`config.mk`:
```
export PLATFORM = sky130hd
export DESIGN_NAME = fifo_collect
export DESIGN_NICKNAME = d
export VERILOG_FILES = /design/src/rtl/fifo_collect_pkg.sv /design/src/rtl/fifo_collect.sv
export SDC_FILE = /design/constraint.sdc
export NUM_CORES = 1
export LEC_CHECK = 0
export BUFFER_PORTS_ARGS = -buffer_cell sky130_fd_sc_hd__buf_2
export CORE_AREA = 2 2 231 233
export DETAILED_ROUTE_END_ITERATION = 10
export DIE_AREA = 0 0 233 235
export GPL_TIMING_DRIVEN = 0
export PLACE_DENSITY = 0.64
export SLEW_MARGIN = 20
export SYNTH_ARGS = -nofsm -noshare
export SYNTH_HDL_FRONTEND = slang
export SYNTH_SLANG_ARGS = --single-unit
```
`constraint.sdc`:
```
create_clock -name clk -period 2.5 [get_ports clk]
set_clock_uncertainty 0.15 [all_clocks]
set_input_delay 0.25 -clock clk [delete_from_list [all_inputs] [get_ports clk]]
set_output_delay 0.25 -clock clk [all_outputs]
set_load 0.1 [all_outputs]
```
`src/rtl/fifo_collect_pkg.sv`:
```
// Shared types for the column-output collector (fifo_collect).
package fifo_collect_pkg;

    typedef enum logic {
        FILL = 1'b0,
        FULL = 1'b1
    } collect_state_t;

endpackage

```
`src/rtl/fifo_collect.sv`:
```
// Serial-to-parallel collector: gathers DEPTH words into q[0..DEPTH-1], oldest at q[0].
// Optional `flush` port and zero-fill completion enabled by FIFO_COLLECT_FLUSH_EN.
module fifo_collect
    import fifo_collect_pkg::*;
#(
    parameter int DEPTH = 8,
    parameter int BITS  = 64,
    localparam int CNT_W = $clog2(DEPTH + 1)
) (
    input  logic               clk,
    input  logic               rst,
    input  logic               in_valid,
    input  logic [BITS-1:0]    d,
    output logic               in_ready,
    output logic               out_valid,
    input  logic               out_ready,
    output logic [BITS-1:0]    q [DEPTH-1:0],
    output logic [CNT_W-1:0]   fill_cnt
`ifdef FIFO_COLLECT_FLUSH_EN
    ,
    input  logic               flush
`endif
);

    collect_state_t          state_q;
    logic [CNT_W-1:0]        cnt_q;
    logic                    vld_q;
    logic [BITS-1:0]         data_q [DEPTH-1:0];
    logic                    in_acc;
    logic                    out_acc;
    logic                    flush_go;

    // In FULL, a consumer taking q this cycle frees the array for the incoming word.
    assign in_ready  = (state_q == FILL) || out_ready;
    assign in_acc    = in_valid && in_ready;
    assign out_acc   = vld_q && out_ready;
    assign out_valid = vld_q;
    assign fill_cnt  = cnt_q;
    assign q         = data_q;

`ifdef FIFO_COLLECT_FLUSH_EN
    assign flush_go = (state_q == FILL) && flush && (cnt_q != '0);
`else
    assign flush_go = 1'b0;
`endif

    always_ff @(posedge clk) begin
        if (rst) begin
            state_q <= FILL;
            cnt_q   <= '0;
            vld_q   <= 1'b0;
            for (int i = 0; i < DEPTH; i++) begin
                data_q[i] <= '0;
            end
        end else begin
            case (state_q)
                FILL: begin
                    // Incoming word takes slot cnt_q; a flush zero-fills everything above it.
                    for (int i = 0; i < DEPTH; i++) begin
                        if (in_acc && (CNT_W'(i) == cnt_q)) begin
                            data_q[i] <= d;
                        end else if (flush_go && (CNT_W'(i) >= cnt_q)) begin
                            data_q[i] <= '0;
                        end
                    end
                    if (flush_go) begin
                        cnt_q   <= CNT_W'(DEPTH);
                        state_q <= FULL;
                        vld_q   <= 1'b1;
                    end else if (in_acc) begin
                        cnt_q <= cnt_q + CNT_W'(1);
                        if (cnt_q == CNT_W'(DEPTH - 1)) begin
                            state_q <= FULL;
                            vld_q   <= 1'b1;
                        end
                    end
                end
                FULL: begin
                    if (out_acc) begin
                        state_q <= FILL;
                        vld_q   <= 1'b0;
                        if (in_acc) begin
                            data_q[0] <= d;
                            cnt_q     <= CNT_W'(1);
                        end else begin
                            cnt_q <= '0;
                        end
                    end
                end
                default: begin
                    state_q <= FILL;
                    cnt_q   <= '0;
                    vld_q   <= 1'b0;
                end
            endcase
        end
    end

endmodule
```
==> impl_results.md <==
* Die height at between 200 and 250 um
* Crit path depth at 7
* Hpwl dp at 66.2 mm
* Unrepaired setup endpoints after global routing: no
* CP startpoint: fill_cnt[0]
* Layout cell share with drive strength beyond 1 at 0.229
* FF-to-FF Start: fill_cnt[0]
* # nets final at around 3100
* Fillers at 5003
* Grt total ovfl at 0
* FMAX at 439 MHz
* Synthesis-stage register bit count at 518
* Commonest non-fill, non-tap cell in the layout: buf_2
* IO buf count at 520
* Critical path data required time at 2.87 ns
* Placed cells at ~3600
* Largest net degree at the start of global routing at 14
* DR vias at 21931
* Vias in the first global route at 20896
* Status: finished clean
* CP top delay family: buffers and inverters
* Most frequent cells in the layout: buf_2 (575), dfxtp_1 (517), a21oi_1 (452)
* Worst-path clk slew at 0.06 ns
* Ys flop type: dfxtp_1
* HP Class: in2reg
* Num CTS Buffers at 55
* Die area at roughly 0.055 mm^2
* GPL Wtd Cong at 0.881
* Synth top area share at 0.510
* Comb pwr share at 0.139
* Critical Path Max Stage Delay at 0.41 ns
* CTS H-Tree Depth at 2
* Clock power share at 0.431
* Chip width at 233 um
* I/O pins at 586
* Syn_nets at 2505
* Worst Path Max Fanout at 10
* Syn Inst Count at 2433
* Crit path capture: q[239]
* Worst relative slew slack at 0.262
* PwrDens at about 750 mW/mm^2
* Fin. Hold Viols at 0
* Sw Ratio at 0.297
* Setup CP Type: reg2reg
* WP buf/inv at 3
* Setup TNS at 0 ns
* CP arrival at 2.65 ns
* CP startpoint kind: flop
* Fin util at 0.502
* WL final at 92.2 mm
* Worst R2R End: q[239]
* Sequential power share at 0.431
* Post CTS Setup Buffer Count at 0
* First-pass GRT wire length at 134 mm
* Worst-Margin Slew at 1.11 ns
* Register-to-Register Path Depth at 7
* Place WS at about 0.15 ns
* DR DRC count at 0
* Slowest-stage cell, CP: clkbuf_1
* FF-to-FF setup slack at about 0.22 ns
* Non-filler cells in the finished layout at approximately 3800
* Drt first pass iters at 6
* Syn Area/Cell at between 8 and 9 um^2
* Max IR drop VDD at a little over 500 uV
* P&R area growth vs syn at 28.8%
* TritonCTS clock tree: built
* DR iter-0 viols at 2346
* Syn. warnings at 0
* Clock Sinks at 518
* Critical Path, Cell by Cell: ha_1 -> nand3b_1 -> buf_2 -> buf_4 -> clkbuf_1 -> o21ai_0 -> a21oi_1
* CORE AREA at 0.0522 mm^2
* Initial antenna violation count at 2
* Fin worst setup slack at 0.222 ns
* Fin crit share at 0.911
* Static Leak at between 10 and 15 nW
* Seq/Total Area, Yosys at 0.510
* ANT cells at 0
* Switching Power at 5.88 mW
* Number of synthesized flops with an enable pin at 0
* CP endpoint kind: flop
* Longest Clk Path Bufs at 3
* Placed inst area at 0.0238 mm^2
* Synthesized area at between 0.02 and 0.025 mm^2
* Total track usage at 0.323
* Ys async rst share at 0
* # setup viols final at 0
* Internal power at 13.9 mW
* Post-route minimum period at between 2 and 2.5 ns
* Detail Route Antenna Nets at 0
* Cell taking the most area after synthesis: dfxtp_1
* WL per Instance at 24.3 um
* Clk_lat worst skew at around 0.62 ns
* Placement row count at 84
* Distinct cells, synth at 34
* Max-cap check violation count at 0
* Initial core utilization at 0.389
* Slew Limit Fails at 0
* Root Buffer Master: clkbuf_16
* Avg Vias per Cell at 5.78
* Post-route cell area at 0.0262 mm^2
* Area contributors post-synth: dfxtp_1 (51%), a21oi_1 (11%), nand3_1 (11%)
-- synth_stat cells (2+ instances only) --
master / instances
dfxtp_1: 518
a21oi_1: 452
nand3_1: 449
o21ai_0: 395
clkbuf_1: 228
nand2b_1: 131
mux2i_1: 65
buf_2: 55
o21ai_1: 53
buf_4: 31
buf_1: 12
buf_6: 6
nand2_1: 5
ha_1: 4
and3b_1: 3
inv_1: 3
nand3b_1: 3
a31oi_1: 2
nor2b_1: 2
nor3b_1: 2
-- metal layers --
layer | GRT usage | part of all wire | up-vias
met2 | 0.527 | 0.47 | 1255
met3 | 0.0740 | 0.094 | 291
met1 | 0.390 | 0.38 | 10590
li1 | - | - | 9795
met5 | 0 | 0 | -
met4 | 0.183 | 0.062 | 0
-- how the worst min path moves through the flow --
stage | start | to | slack (ns) | cells past startpoint
after CTS | d[20] | q[276] | 0.0005 | 3
after global placement | q[46] | q[46] | 0.31 | 2
after floorplan | out_ready | out_valid | 0.31 | 3
after global routing | d[20] | q[404] | 0.03 | 3
final | d[42] | q[490] | 0.02 | 3
after detailed placement | q[36] | q[36] | 0.31 | 2
-- area by class of cell --
type / instances / area, um^2 / share of cell area
Clock buffer: 76 / 1570 / 0.0597
Buffer: 333 / 1490 / 0.0568
Sequential cell: 518 / 10400 / 0.396
Clock inverter: 24 / 287 / 0.0109
Timing Repair Buffer: 574 / 3140 / 0.120
Inverter: 4 / 15.0 / 0.000573
Tap cell: 688 / 861 / 0.0328
Multi-Input combinational cell: 1578 / 8480 / 0.323
-- power by group through the flow --
| stage | logic (mW) | clock network, mW | registers [mW] |
|---|---|---|---|
| after floorplan | 0.789 | 0 | 9.86 |
| after global placement | 2.61 | 0 | 8.68 |
| after detailed placement | 2.64 | 0 | 8.69 |
| after CTS | 2.71 | 8.52 | 8.51 |
| after global routing | 2.83 | 8.90 | 8.52 |
| final | 2.74 | 8.52 | 8.51 |
-- cell families (layout without fill, tap and decap cells) --
kind of cell / after synthesis / after routing / share of synthesized area
buffers and inverters: 337 / 1011 / 0.0736
flip-flops: 518 / 518 / 0.510
multiplexers: 65 / 65 / 0.0320
AO/OA/AOI/OAI: 907 / 907 / 0.224
adder cells (fa/ha/maj): 4 / 4 / 0.00246
AND/OR/NAND/NOR: 602 / 602 / 0.158
-- flip-flops by register name, indices dropped and copies added, names as in the netlist --
signal and flops:
state_q 1, out_valid 1, q 512, fill_cnt 4
-- worst reg2reg max path: cells and delay by family, from the launching register on --
| family | cells | cell delay (ns) |
|---|---|---|
| AND/OR/NAND/NOR | 1 | 0.11 |
| adder cells (fa/ha/maj) | 1 | 0.25 |
| AO/OA/AOI/OAI | 2 | 0.32 |
| flip-flops | 1 | 0.35 |
| buffers and inverters | 3 | 1.03 |
-- metrics by stage --
step / hold slack (ns) / power, mW
after global routing: 0.0283 / 20.3
after floorplan: 0.309 / 10.6
after global placement: 0.307 / 11.3
final: 0.0155 / 19.8
after CTS: 0.000512 / 19.7
after detailed placement: 0.312 / 11.3
-- timing repair --
action / in CTS / in global routing
resized for setup: 0 / 2
endpoints found under the setup margin: 0 / 1
hold buffers: 54 / 0
hold endpoints to repair: 355 / 0
(Power assumes the default switching activity.)
